File: src/rtl/elevator_pkg.sv
// elevator_pkg: shared types, direction codes and floor-mask helpers for the elevator controller.
// Latency: n/a (types and pure functions only).
// Backpressure: n/a.
// Contents: state_t {IDLE, MOVE, DOOR}, DIR_* codes, NUM_FLOORS, floor_t and 4-bit floor-mask helpers.
package elevator_pkg;

   localparam int NUM_FLOORS = 4;

   typedef logic [1:0] floor_t;

   typedef enum logic [1:0] {
      IDLE = 2'd0,
      MOVE = 2'd1,
      DOOR = 2'd2
   } state_t;

   localparam logic [1:0] DIR_IDLE = 2'b00;
   localparam logic [1:0] DIR_UP   = 2'b01;
   localparam logic [1:0] DIR_DOWN = 2'b10;

   // One bit per floor, bit 0 = floor 1.
   function automatic logic [NUM_FLOORS-1:0] floor_onehot(input floor_t f);
      logic [NUM_FLOORS-1:0] one;
      one = 4'b0001;
      return one << f;
   endfunction

   // Floors strictly above f.
   function automatic logic [NUM_FLOORS-1:0] above_mask(input floor_t f);
      logic [NUM_FLOORS-1:0] m;
      m = 4'b1110;
      return m << f;
   endfunction

   // Floors strictly below f.
   function automatic logic [NUM_FLOORS-1:0] below_mask(input floor_t f);
      return ~(above_mask(f) | floor_onehot(f));
   endfunction

endpackage

File: src/rtl/elevator_request_latch.sv
// request_latch: bank of W independent set/clear request registers (one per call button).
// Latency: a set or clear takes effect on the next rising edge; clear wins over a same-cycle set.
// Backpressure: none; every set is accepted unless cleared in the same cycle.
// Ports: clk, rst (sync, active high), i_set[W], i_clr[W], o_q[W] registered request state.
module request_latch #(
   parameter int W = 10
) (
   input  logic         clk,
   input  logic         rst,
   input  logic [W-1:0] i_set,
   input  logic [W-1:0] i_clr,
   output logic [W-1:0] o_q
);

   logic [W-1:0] r_q;

   always_ff @(posedge clk) begin
      if (rst) begin
         r_q <= '0;
      end else begin
         r_q <= (r_q | i_set) & ~i_clr;
      end
   end

   assign o_q = r_q;

endmodule

File: src/rtl/elevator.sv
// elevator: single-car 4-floor controller, latched hall/car calls, collective (SCAN) scheduling.
// Latency: a call is latched one edge after it is sampled; floor-to-floor takes MOVE_CYCLES, a stop DOOR_CYCLES+1.
// Backpressure: none; buttons are level-sampled every cycle and all presses are accepted except at an open door.
// Ports: clk, rst (sync, active high); U1..U3 / D2..D4 hall buttons; F1..F4 car buttons;
//        *_led latched call indicators; Floor (0 = floor 1); Direction (00 idle, 01 up, 10 down);
//        door_open high while the door is open; Opened pulses on the cycle the door closes.
// Build option ELEVATOR_DOOR_REOPEN_EN: a button for the current floor while the door is open
//        restarts the door timer (default build: such presses are simply dropped).
module elevator
   import elevator_pkg::*;
#(
   parameter int MOVE_CYCLES = 4,
   parameter int DOOR_CYCLES = 3
) (
   input  logic       clk,
   input  logic       rst,
   input  logic       U1,
   input  logic       U2,
   input  logic       U3,
   input  logic       D2,
   input  logic       D3,
   input  logic       D4,
   input  logic       F1,
   input  logic       F2,
   input  logic       F3,
   input  logic       F4,
   output logic       U1_led,
   output logic       U2_led,
   output logic       U3_led,
   output logic       D2_led,
   output logic       D3_led,
   output logic       D4_led,
   output logic       F1_led,
   output logic       F2_led,
   output logic       F3_led,
   output logic       F4_led,
   output logic [1:0] Floor,
   output logic [1:0] Direction,
   output logic       door_open,
   output logic       Opened
);

   localparam int MAXC = (MOVE_CYCLES > DOOR_CYCLES) ? MOVE_CYCLES : DOOR_CYCLES;
   localparam int CW   = $clog2(MAXC + 1);
   // MOVE counts 0..MOVE_CYCLES-1; DOOR counts 0..DOOR_CYCLES, the last value being the closing cycle.
   localparam logic [CW-1:0] MOVE_LAST = CW'(MOVE_CYCLES - 1);
   localparam logic [CW-1:0] DOOR_LAST = CW'(DOOR_CYCLES);

   state_t        r_state, w_state_nxt;
   floor_t        r_floor, w_floor_nxt;
   logic [1:0]    r_dir, w_dir_nxt;
   logic [CW-1:0] r_cnt, w_cnt_nxt;

   // Per-floor views, index = floor. Up has no floor 4, down has no floor 1.
   logic [3:0] w_btn_up, w_btn_dn, w_btn_car;
   logic [3:0] w_led_up, w_led_dn, w_led_car;
   logic [3:0] w_set_up, w_set_dn, w_set_car;
   logic [3:0] w_pend_up, w_pend_dn, w_pend_car, w_pend;
   logic [3:0] w_here, w_absorb, w_oh;
   logic [9:0] w_set, w_clr, w_q;

   logic   w_door_open;
   logic   w_above, w_below;
   floor_t w_nf, w_sf;
   logic   w_nf_ahead, w_nf_edge, w_nf_stop;
   logic   w_enter, w_both;

   assign w_btn_up  = {1'b0, U3, U2, U1};
   assign w_btn_dn  = {D4, D3, D2, 1'b0};
   assign w_btn_car = {F4, F3, F2, F1};

   assign w_led_up  = {1'b0, w_q[2:0]};
   assign w_led_dn  = {w_q[5:3], 1'b0};
   assign w_led_car = w_q[9:6];

   assign w_here      = floor_onehot(r_floor);
   assign w_door_open = (r_state == DOOR) && (r_cnt != DOOR_LAST);

   // While the door stands open at a floor, calls for that floor are already being served.
   assign w_absorb  = w_door_open ? w_here : 4'b0000;
   assign w_set_up  = w_btn_up  & ~w_absorb;
   assign w_set_dn  = w_btn_dn  & ~w_absorb;
   assign w_set_car = w_btn_car & ~w_absorb;

   // Scheduling sees this cycle's presses too, so a press at a floor where the car is about
   // to stop is cleared on the same edge and its LED never lights.
   assign w_pend_up  = w_led_up  | w_set_up;
   assign w_pend_dn  = w_led_dn  | w_set_dn;
   assign w_pend_car = w_led_car | w_set_car;
   assign w_pend     = w_pend_up | w_pend_dn | w_pend_car;

   assign w_above = |(w_pend & above_mask(r_floor));
   assign w_below = |(w_pend & below_mask(r_floor));

   // Floor the car reaches at the end of the current hop.
   assign w_nf       = (r_dir == DIR_DOWN) ? (r_floor - 2'd1) : (r_floor + 2'd1);
   assign w_nf_ahead = (r_dir == DIR_DOWN) ? |(w_pend & below_mask(w_nf))
                                           : |(w_pend & above_mask(w_nf));
   assign w_nf_edge  = (w_nf == 2'd0) || (w_nf == 2'd3);
   assign w_nf_stop  = w_pend_car[w_nf]
                     | ((r_dir == DIR_UP)   & w_pend_up[w_nf])
                     | ((r_dir == DIR_DOWN) & w_pend_dn[w_nf])
                     | ~w_nf_ahead;

`ifdef ELEVATOR_DOOR_REOPEN_EN
   logic w_reopen;
   assign w_reopen = |((w_btn_up | w_btn_dn | w_btn_car) & w_here);
`endif

   always_ff @(posedge clk) begin
      if (rst) begin
         r_state <= IDLE;
         r_floor <= '0;
         r_dir   <= DIR_IDLE;
         r_cnt   <= '0;
      end else begin
         r_state <= w_state_nxt;
         r_floor <= w_floor_nxt;
         r_dir   <= w_dir_nxt;
         r_cnt   <= w_cnt_nxt;
      end
   end

   always_comb begin
      w_state_nxt = r_state;
      w_floor_nxt = r_floor;
      w_dir_nxt   = r_dir;
      w_cnt_nxt   = r_cnt;
      w_enter     = 1'b0;
      w_sf        = r_floor;
      w_both      = 1'b0;
      case (r_state)
         IDLE: begin
            if (|(w_pend & w_here)) begin
               // Idle direction: every call at this floor is served.
               w_enter = 1'b1;
               w_both  = 1'b1;
            end else if (w_above) begin
               w_state_nxt = MOVE;
               w_dir_nxt   = DIR_UP;
               w_cnt_nxt   = '0;
            end else if (w_below) begin
               w_state_nxt = MOVE;
               w_dir_nxt   = DIR_DOWN;
               w_cnt_nxt   = '0;
            end
         end
         MOVE: begin
            if (r_cnt == MOVE_LAST) begin
               w_floor_nxt = w_nf;
               if (w_nf_stop) begin
                  w_enter = 1'b1;
                  w_sf    = w_nf;
                  // At an end floor, or with nothing further ahead, the car turns or idles
                  // after this stop, so the opposite hall call is served here as well.
                  w_both  = w_nf_edge | ~w_nf_ahead;
               end else begin
                  w_cnt_nxt = '0;
               end
            end else begin
               w_cnt_nxt = r_cnt + CW'(1);
            end
         end
         DOOR: begin
            if (r_cnt == DOOR_LAST) begin
               w_cnt_nxt = '0;
               if (r_dir == DIR_DOWN) begin
                  if (w_below) begin
                     w_state_nxt = MOVE;
                     w_dir_nxt   = DIR_DOWN;
                  end else if (w_above) begin
                     w_state_nxt = MOVE;
                     w_dir_nxt   = DIR_UP;
                  end else begin
                     w_state_nxt = IDLE;
                     w_dir_nxt   = DIR_IDLE;
                  end
               end else begin
                  // Up and idle both prefer upward travel.
                  if (w_above) begin
                     w_state_nxt = MOVE;
                     w_dir_nxt   = DIR_UP;
                  end else if (w_below) begin
                     w_state_nxt = MOVE;
                     w_dir_nxt   = DIR_DOWN;
                  end else begin
                     w_state_nxt = IDLE;
                     w_dir_nxt   = DIR_IDLE;
                  end
               end
            end else begin
               w_cnt_nxt = r_cnt + CW'(1);
`ifdef ELEVATOR_DOOR_REOPEN_EN
               if (w_reopen) begin
                  w_cnt_nxt = '0;
               end
`endif
            end
         end
         default: begin
            w_state_nxt = IDLE;
            w_dir_nxt   = DIR_IDLE;
            w_cnt_nxt   = '0;
         end
      endcase
      if (w_enter) begin
         w_state_nxt = DOOR;
         w_cnt_nxt   = '0;
      end
   end

   // Service clear on the edge the car enters DOOR at floor w_sf.
   always_comb begin
      w_oh  = floor_onehot(w_sf);
      w_clr = '0;
      if (w_enter) begin
         w_clr[9:6] = w_oh;
         if (w_both || (r_dir == DIR_UP)) begin
            w_clr[2:0] = w_oh[2:0];
         end
         if (w_both || (r_dir == DIR_DOWN)) begin
            w_clr[5:3] = w_oh[3:1];
         end
      end
   end

   assign w_set = {w_set_car, w_set_dn[3:1], w_set_up[2:0]};

   request_latch #(
      .W(10)
   ) u_req (
      .clk  (clk),
      .rst  (rst),
      .i_set(w_set),
      .i_clr(w_clr),
      .o_q  (w_q)
   );

   assign U1_led = w_q[0];
   assign U2_led = w_q[1];
   assign U3_led = w_q[2];
   assign D2_led = w_q[3];
   assign D3_led = w_q[4];
   assign D4_led = w_q[5];
   assign F1_led = w_q[6];
   assign F2_led = w_q[7];
   assign F3_led = w_q[8];
   assign F4_led = w_q[9];

   assign Floor     = r_floor;
   assign Direction = r_dir;
   assign door_open = w_door_open;
   assign Opened    = (r_state == DOOR) && (r_cnt == DOOR_LAST);

endmodule

File: config.mk
export PLATFORM = sky130hd
export DESIGN_NAME = elevator
export DESIGN_NICKNAME = d
export VERILOG_FILES = /design/src/rtl/elevator_pkg.sv /design/src/rtl/elevator_request_latch.sv /design/src/rtl/elevator.sv
export SDC_FILE = /design/constraint.sdc
export NUM_CORES = 1
export LEC_CHECK = 0
export BUFFER_PORTS_ARGS = -buffer_cell sky130_fd_sc_hd__buf_2
export CELL_PAD_IN_SITES_DETAIL_PLACEMENT = 2
export CELL_PAD_IN_SITES_GLOBAL_PLACEMENT = 2
export CORE_MARGIN = 3
export CORE_UTILIZATION = 31
export CTS_BUF_LIST = sky130_fd_sc_hd__clkbuf_4
export DETAILED_ROUTE_END_ITERATION = 12
export HOLD_SLACK_MARGIN = 0.05
export MAX_ROUTING_LAYER = met4
export PLACE_DENSITY_LB_ADDON = 0.1
export SYNTH_ARGS = -nofsm -noshare
export SYNTH_HDL_FRONTEND = slang
export SYNTH_SLANG_ARGS = --single-unit
File: constraint.sdc
create_clock -name clk -period 2.4 [get_ports clk]
set_input_delay 0.48 -clock clk [delete_from_list [all_inputs] [get_ports clk]]
set_output_delay 0.48 -clock clk [all_outputs]
set_load 0.01 [all_outputs]
==> results summary, run 1 <==
The flow ran to the end, but the final reports show violations. The checks that failed: negative setup slack. The maximum clock path buffer count came out at 2. The switching part of the total power is 47.6%. The top fanout value on the critical path is 5.

The number of nets in the layout is 316. The synthesis warning total came out at 0. The final-layout worst hold slack is 0.478 ns. In this run the remaining antenna-violating nets after routing total 0. The slew of the pin with the lowest slew margin came out at 0.744 ns. The number of synthesized flops with an enable pin came out at 0. In this run the core area contains 26 standard-cell rows. The area of the core came out at 5170 µm². The required time of the critical path came out at 2.58 ns. The largest net degree at the start of global routing is 20. The number of standard cells in the layout, taps in and fillers out is 366.

The largest single stage delay on the critical path is 0.68 ns. The total negative slack came out at -2.61 ns. Fill cells in the final layout number 564.

Summing over every cut layer, the via total after detailed routing is 2253. CTS placed an instance of sky130_fd_sc_hd__clkbuf_4 at the clock tree root. The number of iterations in the first detailed-routing pass came out at 5. Per report_power, the clock group accounts for 11.7% of the total.

The number of cells produced by synthesis came out at 208. The total number of clock tree sinks came out at 19. The final hold violation count is 0. The die boundary height came out at 79.7 µm.

The synthesis-to-finish area growth is 58.7%. The mean post-synth cell area is 8.09 µm². The max-slew violation total from the final report came out at 0. The total overflow reported by the global router came out at 0.

The wire length of the first global-routing pass is 13.2 mm. The number of buffers added by the clock tree synthesis step is 3. The maximum clock frequency came out at 352 MHz. Grouping stages by cell kind, the critical path spends the most delay in compound AO/OA/AOI/OAI gates. The net switching power is 889 µW. The number of global-route vias before repair came to 2298.

The die covers 6350 µm². The detail-routed via count per cell came out at 6.16. The buffers plus inverters on the worst setup path is 1. The shortest period the worst path allows came out at 2.84 ns.

After synthesis, flip-flops and latches occupy 22.6% of the total area. The share of layout cells above drive strength 1 came out at 54.4%. The half-perimeter wire length of the detailed placement result came out at 5.83 mm. Measured against its own limit, the worst slew margin works out to 49.1%. The number of nets in the synthesized netlist is 227.

The final period utilization is 118%. For the worst setup path, the data arrival time is 3.02 ns. The critical path launch point type is a flip-flop.

The effective utilization at floorplan is 32.5%. The number of violations of the max-capacitance limit is 0. The clock-pin slew on the worst setup and hold paths is 0.15 ns. The capturing element type of the critical path is a flip-flop. Setup violations remaining at the end of the flow were counted as 17. The clock tree skew after final layout is 0.00657 ns. After synthesis the netlist holds a flip-flop and latch count of 19.

Prior to clock tree synthesis, the placed netlist has a worst setup slack of -0.409 ns. The number of hold buffers added after cts is 0. The summed instance area of the synthesized netlist is 1680 µm². The post-detailed-route wirelength per cell came out at 27.9 µm.

The most used flip-flop cell after synthesis is sky130_fd_sc_hd__dfxtp_1. The number of top-level design ports came out at 28. After the first detailed-routing iteration, the DRC count stood at 175. Setup repair after global routing could not meet its margin everywhere.

TritonCTS built the clock tree. For this design the static power due to leakage is 1.09 nW. Once routing completed, OpenROAD measured the worst setup slack at -0.441 ns. The slowest stage of the critical path belongs to the cell sky130_fd_sc_hd__a2111oi_0. The number of H-tree branching levels came out at 1. In the layout the commonest cells are sky130_fd_sc_hd__buf_4 (60), sky130_fd_sc_hd__buf_2 (27), sky130_fd_sc_hd__nor2_1 (17), sky130_fd_sc_hd__a21oi_1 (16), sky130_fd_sc_hd__nand2_1 (12). The final weighted congestion in routability-driven placement came out at 0.940. The cell-internal power came out at 978 µW.

The total of buffers placed on input and output ports is 27. The detailed-route wire length came out at 10.2 mm. The post-route total power came out at 1.87 mW. The library cell used most frequently in the layout, excluding fill and tap cells, is sky130_fd_sc_hd__buf_4.

Sequential cells burn 24.1% of the power. The number of distinct library cells after synthesis is 66. The initial antenna violation count is 0. The power share of the combinational group came out at 64.2%. The horizontal extent of the die is 79.7 µm. The clock insertion delay at the later pin of the skew report is 0.35 ns. Across the VDD grid, the largest voltage drop is 454 µV. In this run the power density over the cells is 699 nW/µm². The number of diodes came out at 0. The number of placed instances with taps included is 341. For this run, asynchronously set or reset flops after synthesis account for 0%. The worst hold path belongs to the class in2reg.

The critical path goes through or4_4, buf_6, o32ai_4, nand3_2, a221oi_4, nand2_1, a2111oi_0. The number of DRC violations after detailed routing is 0. The critical path start-end classification is reg2reg. The global router's overall resource usage came out at 28.4%.
-- metal layers --
layer	part of all wire (%)	GRT usage, %	wire length (µm)	up-vias
met2	48	48.5	4900	109
met1	43	34.3	4340	1141
met5	0	-	0	-
met4	4.3	11.0	439	0
met3	5.0	2.82	513	42
li1	-	-	-	961
-- power by group through the flow --
stage / clock (mW) / combinational [mW] / sequential [mW]
floorplan: 0 / 0.503 / 0.434
global route: 0.232 / 1.26 / 0.455
finish: 0.218 / 1.20 / 0.450
detailed placement: 0 / 0.886 / 0.431
CTS: 0.209 / 0.960 / 0.428
global placement: 0 / 0.831 / 0.424
-- sequential cells by signal, indices dropped and copies added (netlist names) --
name,count
Floor,2
r_cnt,3
u_req.o_q,10
Direction,2
r_state,2
-- area by class of cell --
type	instances	area [µm²]	share of cell area, %
Sequential cell	19	398	14.9
Inverter	9	33.8	1.26
Multi-Input combinational cell	169	1440	54.0
Timing Repair Buffer	95	679	25.4
Clock buffer	4	30.0	1.12
Tap cell	70	87.6	3.28
-- worst min-delay path, cell delays in order --
cell                       delay (ns)
sky130_fd_sc_hd__buf_2           0.13
sky130_fd_sc_hd__a21oi_1         0.12
sky130_fd_sc_hd__a211oi_1        0.06
-- repair_timing --
action                                  CTS  global route
gates resized for setup                  26            40
endpoints found under the setup margin   17            16
hold endpoints to repair                  0             0
gates cloned                              0             0
pin swaps                                 8            10
buffers inserted                          5            16
-- Yosys cell counts (4+ instances only) --
| cell | count | share of area, % |
|---|---|---|
| sky130_fd_sc_hd__nand2b_1 | 5 | 1.9 |
| sky130_fd_sc_hd__a21oi_1 | 16 | 4.8 |
| sky130_fd_sc_hd__nor2_1 | 17 | 3.8 |
| sky130_fd_sc_hd__nor2b_1 | 5 | 1.9 |
| sky130_fd_sc_hd__dfxtp_1 | 19 | 23 |
| sky130_fd_sc_hd__a211oi_1 | 7 | 3.1 |
| sky130_fd_sc_hd__nand3_1 | 9 | 2.7 |
| sky130_fd_sc_hd__nor4_1 | 5 | 1.9 |
| sky130_fd_sc_hd__o21ai_0 | 14 | 4.2 |
| sky130_fd_sc_hd__nor3_1 | 6 | 1.8 |
| sky130_fd_sc_hd__ha_1 | 7 | 5.2 |
| sky130_fd_sc_hd__inv_1 | 9 | 2.0 |
| sky130_fd_sc_hd__nand2_1 | 13 | 2.9 |
| sky130_fd_sc_hd__mux2i_1 | 4 | 2.4 |
-- final timing paths --
kind	start	endpoint	slack, ns	cells past startpoint
setup / recovery	u_req.o_q[1]	r_cnt[1]	-0.44	7
setup reg to reg	u_req.o_q[1]	r_cnt[1]	-0.44	7
hold reg to reg	r_state[1]	r_state[1]	0.56	2
hold / removal	U3	u_req.o_q[2]	0.48	3
-- cells by family after synthesis --
family	synth area share [%]
simple gates	32.0
buf+inv	6.69
xor+xnor	1.04
mux	3.27
fa+ha+maj	5.20
flops	22.6
compound gates	29.1
-- per-stage QoR --
step	utilization [%]	cell area [µm²]
floorplan	-	1710
global placement	42.6	2210
detailed placement	42.6	2210
CTS	46.7	2410
global route	51.6	2670
finish	51.6	2670
No activity file was read; power rests on OpenSTA's default activity.
==> run 2: changes to the inputs <==
BUFFER_PORTS_ARGS = -buffer_cell sky130_fd_sc_hd__buf_4   (was -buffer_cell sky130_fd_sc_hd__buf_2)
CTS_CLUSTER_SIZE = 20   (was default)
==> results summary, run 2 (synthesis gave the netlist of run 1 again) <==
The half-perimeter wire length of the detailed placement result came out at 5.95 mm (was 5.83 mm). The number of global-route vias before repair came to 2267 (was 2298). The total leakage power is 1.09 nW (about the same). The post-detailed-route wirelength per cell came out at 26.9 µm (was 27.9 µm). The most common cell after layout, fill and taps aside is sky130_fd_sc_hd__buf_4 (unchanged). The cell-internal power is 962 µW (was 978 µW).

The detailed-route wire length is 9.79 mm (was 10.2 mm). The shortest period the worst path allows was 2.67 ns (was 2.84 ns). The number of placed instances with taps included is 346 (was 341). The final weighted congestion in routability-driven placement came to 0.888 (was 0.940).

The capturing element type of the critical path is a flip-flop (unchanged). The largest net degree at the start of global routing was 20 (unchanged). The sequential cell area is 390 µm² (was 398 µm²).

The final-layout worst hold slack is 0.476 ns (was 0.478 ns). The number of vias in the routed layout is 2148 (was 2253). The number of endpoints failing setup at the final stage is 16 (was 17). The final core area utilization came out at 52.7% (was 51.6%). The clock root buffer is sky130_fd_sc_hd__clkbuf_4 (unchanged).

Violated checks: negative setup slack (unchanged). The final period utilization came out at 111% (was 118%). The number of DRC violations after detailed routing came to 0 (unchanged).

The critical path start-end classification was reg2reg (unchanged). Sequence of cells on the critical path: buf_4, nor3_1, o221ai_1, a2bb2oi_1, o32ai_2, o31a_1, buf_4, buf_6, buf_4, buf_4, a2111oi_2 (was or4_4, buf_6, o32ai_4, nand3_2, a221oi_4, nand2_1, a2111oi_0). The class of the worst hold path is in2reg (unchanged). The number of nets in the layout came out at 314 (was 316). The footprint of the multi-input gates came out at 1480 µm² (was 1440 µm²).

The category of cells accounting for the largest share of critical-path delay was compound AO/OA/AOI/OAI gates (unchanged). The clock tree skew after final layout came to 0.00402 ns (was 0.00657 ns). The final critical-path setup slack was -0.267 ns (was -0.441 ns). The maximum clock path buffer count came out at 2 (unchanged). The count of nets left with antenna violations after detail routing is 0 (unchanged). The cell repeated most along the worst path is sky130_fd_sc_hd__buf_4. The top fanout value on the critical path came to 10 (was 5). The number of H-tree branching levels came out at 1 (unchanged). The detailed route wirelength on metal2 is 5.05 mm (was 4.90 mm).

The die area is 6350 µm² (unchanged). The slew of the pin with the lowest slew margin is 0.552 ns (was 0.744 ns). The critical path launch point type is a flip-flop (unchanged). The area of the core was 5170 µm² (unchanged). Top library cells by usage in the layout, fill and taps aside: sky130_fd_sc_hd__buf_4 (91), sky130_fd_sc_hd__nor2_1 (16), sky130_fd_sc_hd__a21oi_1 (15), sky130_fd_sc_hd__nand2_1 (13), sky130_fd_sc_hd__dfxtp_1 (13) (was sky130_fd_sc_hd__buf_4 (60), sky130_fd_sc_hd__buf_2 (27), sky130_fd_sc_hd__nor2_1 (17), sky130_fd_sc_hd__a21oi_1 (16), sky130_fd_sc_hd__nand2_1 (12)). The required time of the critical path is 2.63 ns (was 2.58 ns). The worst stage delay on the critical path came out at 0.42 ns (was 0.68 ns). Setup repair after global routing missed its margin: true (unchanged). The buffers plus inverters on the worst setup path is 5 (was 1).

The max-slew violation total from the final report is 0 (unchanged). The die boundary height is 79.7 µm (unchanged). The power density over the cells is 674 nW/µm² (was 699 nW/µm²). The endpoint arrival time on the critical path came out at 2.89 ns (was 3.02 ns).

The wire length on met3 is 356 µm (was 513 µm). The top routing layer in use was met4 (unchanged). The routed metal-1 wire length came out at 4.12 mm (was 4.34 mm).

The switching part of the total power came to 47.6% (about the same). The flip-flop count of the largest register after layout is 10 (unchanged). The number of hold buffers added after cts is 0 (unchanged).

The remaining max-slew budget at the tightest pin came out at 63.1% (was 49.1%). The fraction of power consumed by the clock network was 11.4% (was 11.7%). The total of buffers placed on input and output ports is 27 (unchanged). The final hold violation count came out at 0 (unchanged).

The maximum clock frequency is 375 MHz (was 352 MHz). The part of the total power dissipated in sequential elements came out at 23.5% (was 24.1%). The total overflow reported by the global router is 0 (unchanged). The clock insertion delay at the later pin of the skew report is 0.32 ns (was 0.35 ns). The global router's overall resource usage is 26.1% (was 28.4%).

The total number of clock tree sinks is 19 (unchanged). Run status: complete, but fails checks (unchanged). The power share of the combinational group is 65.2% (was 64.2%). The number of violations of the max-capacitance limit came out at 0 (unchanged). The clock-pin slew on the worst setup and hold paths came out at 0.14 ns (was 0.15 ns). The effective utilization at floorplan came out at 32.5% (unchanged). The worst supply voltage drop on vdd is 390 µV (was 454 µV). The number of top-level design ports came to 28 (unchanged). The total of fill cells in the finished design was 544 (was 564). The wire length of the first global-routing pass came out at 12.2 mm (was 13.2 mm). The net switching power came out at 875 µW (was 889 µW). The number of diodes is 0 (unchanged). The row count is 26 (unchanged).

The number of buffers added by the clock tree synthesis step came out at 3 (unchanged). The share of layout cells above drive strength 1 came out at 54.1% (was 54.4%). The detail-routed via count per cell came to 5.90 (was 6.16). The number of iterations in the first detailed-routing pass is 5 (unchanged).

The number of standard cells in the layout, taps in and fillers out came out at 364 (was 366). The horizontal extent of the die came to 79.7 µm (unchanged). The clock tree from TritonCTS is built (unchanged). The synthesis-to-finish area growth came to 61.9% (was 58.7%). The cell type of the slowest stage on the worst timing path is sky130_fd_sc_hd__o31a_1 (was sky130_fd_sc_hd__a2111oi_0).

The total negative slack came out at -2.57 ns (was -2.61 ns). The initial antenna violation count came out at 0 (unchanged). The initial DRC count is 177 (was 175).
[run 2: worst paths after layout]
| kind | slack, ns | startpoint | endpoint | depth (start not counted) |
|---|---|---|---|---|
| setup / recovery | -0.27 | Floor[0] | r_cnt[0] | 11 |
| hold / removal | 0.48 | F3 | u_req.o_q[8] | 3 |
| setup reg to reg | -0.27 | Floor[0] | r_cnt[0] | 11 |
| hold reg to reg | 0.50 | r_cnt[0] | r_cnt[0] | 2 |
[run 2: cell type report]
type / instances / share of cell area, %
clock buffers: 4 / 1.10
inverters: 9 / 1.24
multi-input cells: 169 / 54.2
flip-flops and latches: 19 / 14.3
well taps: 70 / 3.22
repair buffers: 93 / 25.9
[run 2: per-layer routing]
metal	vias up	track usage [%]
met5	-	-
met4	0	7.56
met3	18	2.71
met2	72	45.9
met1	1099	31.4
li1	959	-
[run 2: timing repair]
action / CTS / global route
gates resized for setup: 25 / 31
setup endpoints to repair: 17 / 16
buffers inserted: 3 / 12
pin swaps: 5 / 11
[run 2: power by group through the flow]
| stage | clock, mW | combinational (mW) | sequential [mW] |
|---|---|---|---|
| 4_1_cts | 0.205 | 0.970 | 0.426 |
| 3_3_place_gp | 0 | 0.874 | 0.423 |
| 5_1_grt | 0.228 | 1.25 | 0.438 |
| 3_5_place_dp | 0 | 0.918 | 0.432 |
| 2_1_floorplan | 0 | 0.503 | 0.434 |
| 6_report | 0.208 | 1.20 | 0.431 |
[run 2: tightest hold or removal path: cells and delay by family]
kind                   cells  cell delay (ns)
buffers and inverters      1             0.11
and+or+nand+nor            1             0.11
AOI/OAI and AO/OA          1             0.06
[run 2: metrics by stage]
step / area, µm² / worst slack, ns / total power [mW]
2_1_floorplan: 1710 / -0.0156 / 0.937
3_3_place_gp: 2310 / -0.216 / 1.30
3_5_place_dp: 2310 / -0.321 / 1.35
4_1_cts: 2480 / -0.102 / 1.60
5_1_grt: 2720 / -0.353 / 1.91
6_report: 2720 / -0.267 / 1.84
==> run 3: changes to the inputs <==
MAX_ROUTING_LAYER = default   (was met4)
==> results summary, run 3 (synthesis gave the netlist of run 1 again) <==
The number of global-route vias before repair came to 2353 (was 2267). The number of vias in the routed layout came to 2042 (was 2148). The share of layout cells above drive strength 1 is 51.4% (was 54.1%). The end point of the critical path was u_req.o_q[5] (was r_cnt[0]). The capturing element type of the critical path was a flip-flop (unchanged). The total number of clock tree sinks is 19 (unchanged). Run status: complete, but fails checks (unchanged). The max-slew violation total from the final report was 0 (unchanged). The count of cells along the worst register-to-register path came out at 11 (unchanged). The number of violations of the max-capacitance limit came out at 0 (unchanged). The die boundary height came out at 79.7 µm (unchanged).

The half-perimeter wire length of the detailed placement result is 6.09 mm (was 5.95 mm). Setup repair after global routing missed its margin: true (unchanged). The clock tree from TritonCTS is built (unchanged). The row count is 26 (unchanged). The post-detailed-route wirelength per cell came out at 25.0 µm (was 26.9 µm).

The class of the worst hold path is in2reg (unchanged). The die area is 6350 µm² (unchanged). The remaining max-slew budget at the tightest pin is 69.2% (was 63.1%). The clock-pin slew on the worst setup and hold paths is 0.14 ns (about the same). The final-layout worst hold slack was 0.488 ns (was 0.476 ns). The number of DRC violations after detailed routing is 0 (unchanged). The number of buffers added by the clock tree synthesis step is 3 (unchanged). The total of fill cells in the finished design was 576 (was 544). The count of nets left with antenna violations after detail routing came out at 0 (unchanged). The total leakage power came out at 1.05 nW (was 1.09 nW).

The shortest period the worst path allows is 2.57 ns (was 2.67 ns). The number of nets in the layout came to 308 (was 314). The total overflow reported by the global router is 0 (unchanged). The detailed-route wire length came to 8.94 mm (was 9.79 mm). Violated checks: negative setup slack (unchanged).

The clock insertion delay at the later pin of the skew report came out at 0.32 ns (about the same). The final period utilization came out at 107% (was 111%). The horizontal extent of the die is 79.7 µm (unchanged). The initial antenna violation count is 0 (unchanged). The final critical-path setup slack is -0.167 ns (was -0.267 ns). The area of the core came to 5170 µm² (unchanged). The largest net degree at the start of global routing came out at 20 (unchanged). The global router's overall resource usage came out at 26.9% (was 26.1%). The number of iterations in the first detailed-routing pass came out at 4 (was 5).

The final core area utilization is 50.9% (was 52.7%). The worst supply voltage drop on vdd came out at 316 µV (was 390 µV). The final hold violation count is 0 (unchanged). The number of endpoints failing setup at the final stage came out at 14 (was 16). The maximum clock path buffer count came out at 2 (unchanged).

The flip-flop count of the largest register after layout is 10 (unchanged). The number of H-tree branching levels is 1 (unchanged). The number of top-level design ports came out at 28 (unchanged).

Top library cells by usage in the layout, fill and taps aside: sky130_fd_sc_hd__buf_4 (84), sky130_fd_sc_hd__nor2_1 (17), sky130_fd_sc_hd__a21oi_1 (16), sky130_fd_sc_hd__dfxtp_1 (14) (was sky130_fd_sc_hd__buf_4 (91), sky130_fd_sc_hd__nor2_1 (16), sky130_fd_sc_hd__a21oi_1 (15), sky130_fd_sc_hd__nand2_1 (13), sky130_fd_sc_hd__dfxtp_1 (13)). The critical path start-end classification is reg2reg (unchanged). The detail-routed via count per cell came out at 5.70 (was 5.90). The number of diodes is 0 (unchanged).

The top fanout value on the critical path was 4 (was 10). The slew of the pin with the lowest slew margin came out at 0.458 ns (was 0.552 ns). The critical path launch point type is a flip-flop (unchanged). The effective utilization at floorplan is 32.5% (unchanged). The required time of the critical path is 2.62 ns (was 2.63 ns). The clock tree skew after final layout is 0.00284 ns (was 0.00402 ns). The power density over the cells was 644 nW/µm² (was 674 nW/µm²). The final weighted congestion in routability-driven placement came to 0.862 (was 0.888). The initial DRC count came out at 115 (was 177).

The minimum setup slack after placement is -0.323 ns (was -0.321 ns). The maximum clock frequency was 390 MHz (was 375 MHz). The startpoint of the most critical register-to-register path is Direction[1] (was Floor[0]). The setup slack of the most critical reg-to-reg path is -0.17 ns (was -0.27 ns). The total of buffers placed on input and output ports is 27 (unchanged). The worst flop-to-flop path endpoint is u_req.o_q[5] (was r_cnt[0]). The clock root buffer is sky130_fd_sc_hd__clkbuf_4 (unchanged). The synthesis-to-finish area growth was 56.4% (was 61.9%).

The most common cell after layout, fill and taps aside is sky130_fd_sc_hd__buf_4 (unchanged). The endpoint arrival time on the critical path came out at 2.79 ns (was 2.89 ns). The startpoint of the worst setup timing path was Direction[1] (was Floor[0]). The wire length of the first global-routing pass came to 13.0 mm (was 12.2 mm).
## run 3: through the flow
stage	std cells	area [µm²]	total power [mW]	TNS, ns
floorplan	208	1710	0.937	-0.0156
global placement	347	2320	1.30	-2.38
detailed placement	347	2320	1.36	-4.16
CTS	357	2520	1.60	-0.729
global route	358	2630	1.79	-3.29
finish	358	2630	1.69	-1.47
## run 3: worst min path at each step
stage          startpoint      endpoint  cells past startpoint
4_1_cts                F2  u_req.o_q[7]                      3
6_report               F2  u_req.o_q[7]                      3
5_1_grt               rst  u_req.o_q[3]                      2
3_5_place_dp   r_state[1]    r_state[1]                      2
3_3_place_gp     r_cnt[1]      r_cnt[1]                      2
2_1_floorplan    r_cnt[1]      r_cnt[1]                      2
## run 3: area by class of cell
type	instances	area (µm²)	area share, %
sequential	19	389	14.8
clock buffer	4	30.0	1.14
inverter	9	33.8	1.28
timing repair buffer	87	664	25.2
multi-input combinational	169	1430	54.2
tap	70	87.6	3.33
## run 3: routing by layer
metal | wire [µm] | vias up | global-route usage (%)
li1 | - | 945 | -
met1 | 3780 | 1028 | 31.7
met2 | 4680 | 53 | 50.3
met3 | 268 | 16 | 2.93
met4 | 214 | 0 | 8.25
met5 | 0 | - | 0
## run 3: worst max-delay path, cell delays in order, from the launching register on
cell and delay [ns]:
sky130_fd_sc_hd__dfxtp_2 0.36, sky130_fd_sc_hd__nor2b_4 0.23, sky130_fd_sc_hd__xnor2_4 0.12, sky130_fd_sc_hd__ha_4 0.19, sky130_fd_sc_hd__and2b_2 0.19, sky130_fd_sc_hd__a221o_1 0.33
sky130_fd_sc_hd__nor4_2 0.20, sky130_fd_sc_hd__o31a_1 0.27, sky130_fd_sc_hd__buf_4 0.16, sky130_fd_sc_hd__buf_6 0.10, sky130_fd_sc_hd__mux2i_4 0.23, sky130_fd_sc_hd__a211oi_2 0.08
## run 3: report_power, final
part	switching [mW]	total (mW)	leakage, nW	internal [mW]
logic	0.583	1.06	0.873	0.475
clock network	0.131	0.208	0.0184	0.0765
registers	0.0649	0.430	0.159	0.365
total	0.779	1.69	1.05	0.916
## run 3: what timing repair did
action | in CTS | in global routing
gates resized for setup | 28 | 20
buffers inserted | 6 | 2
hold buffers | 0 | 0
setup endpoints to repair | 17 | 15
pin swaps | 15 | 7
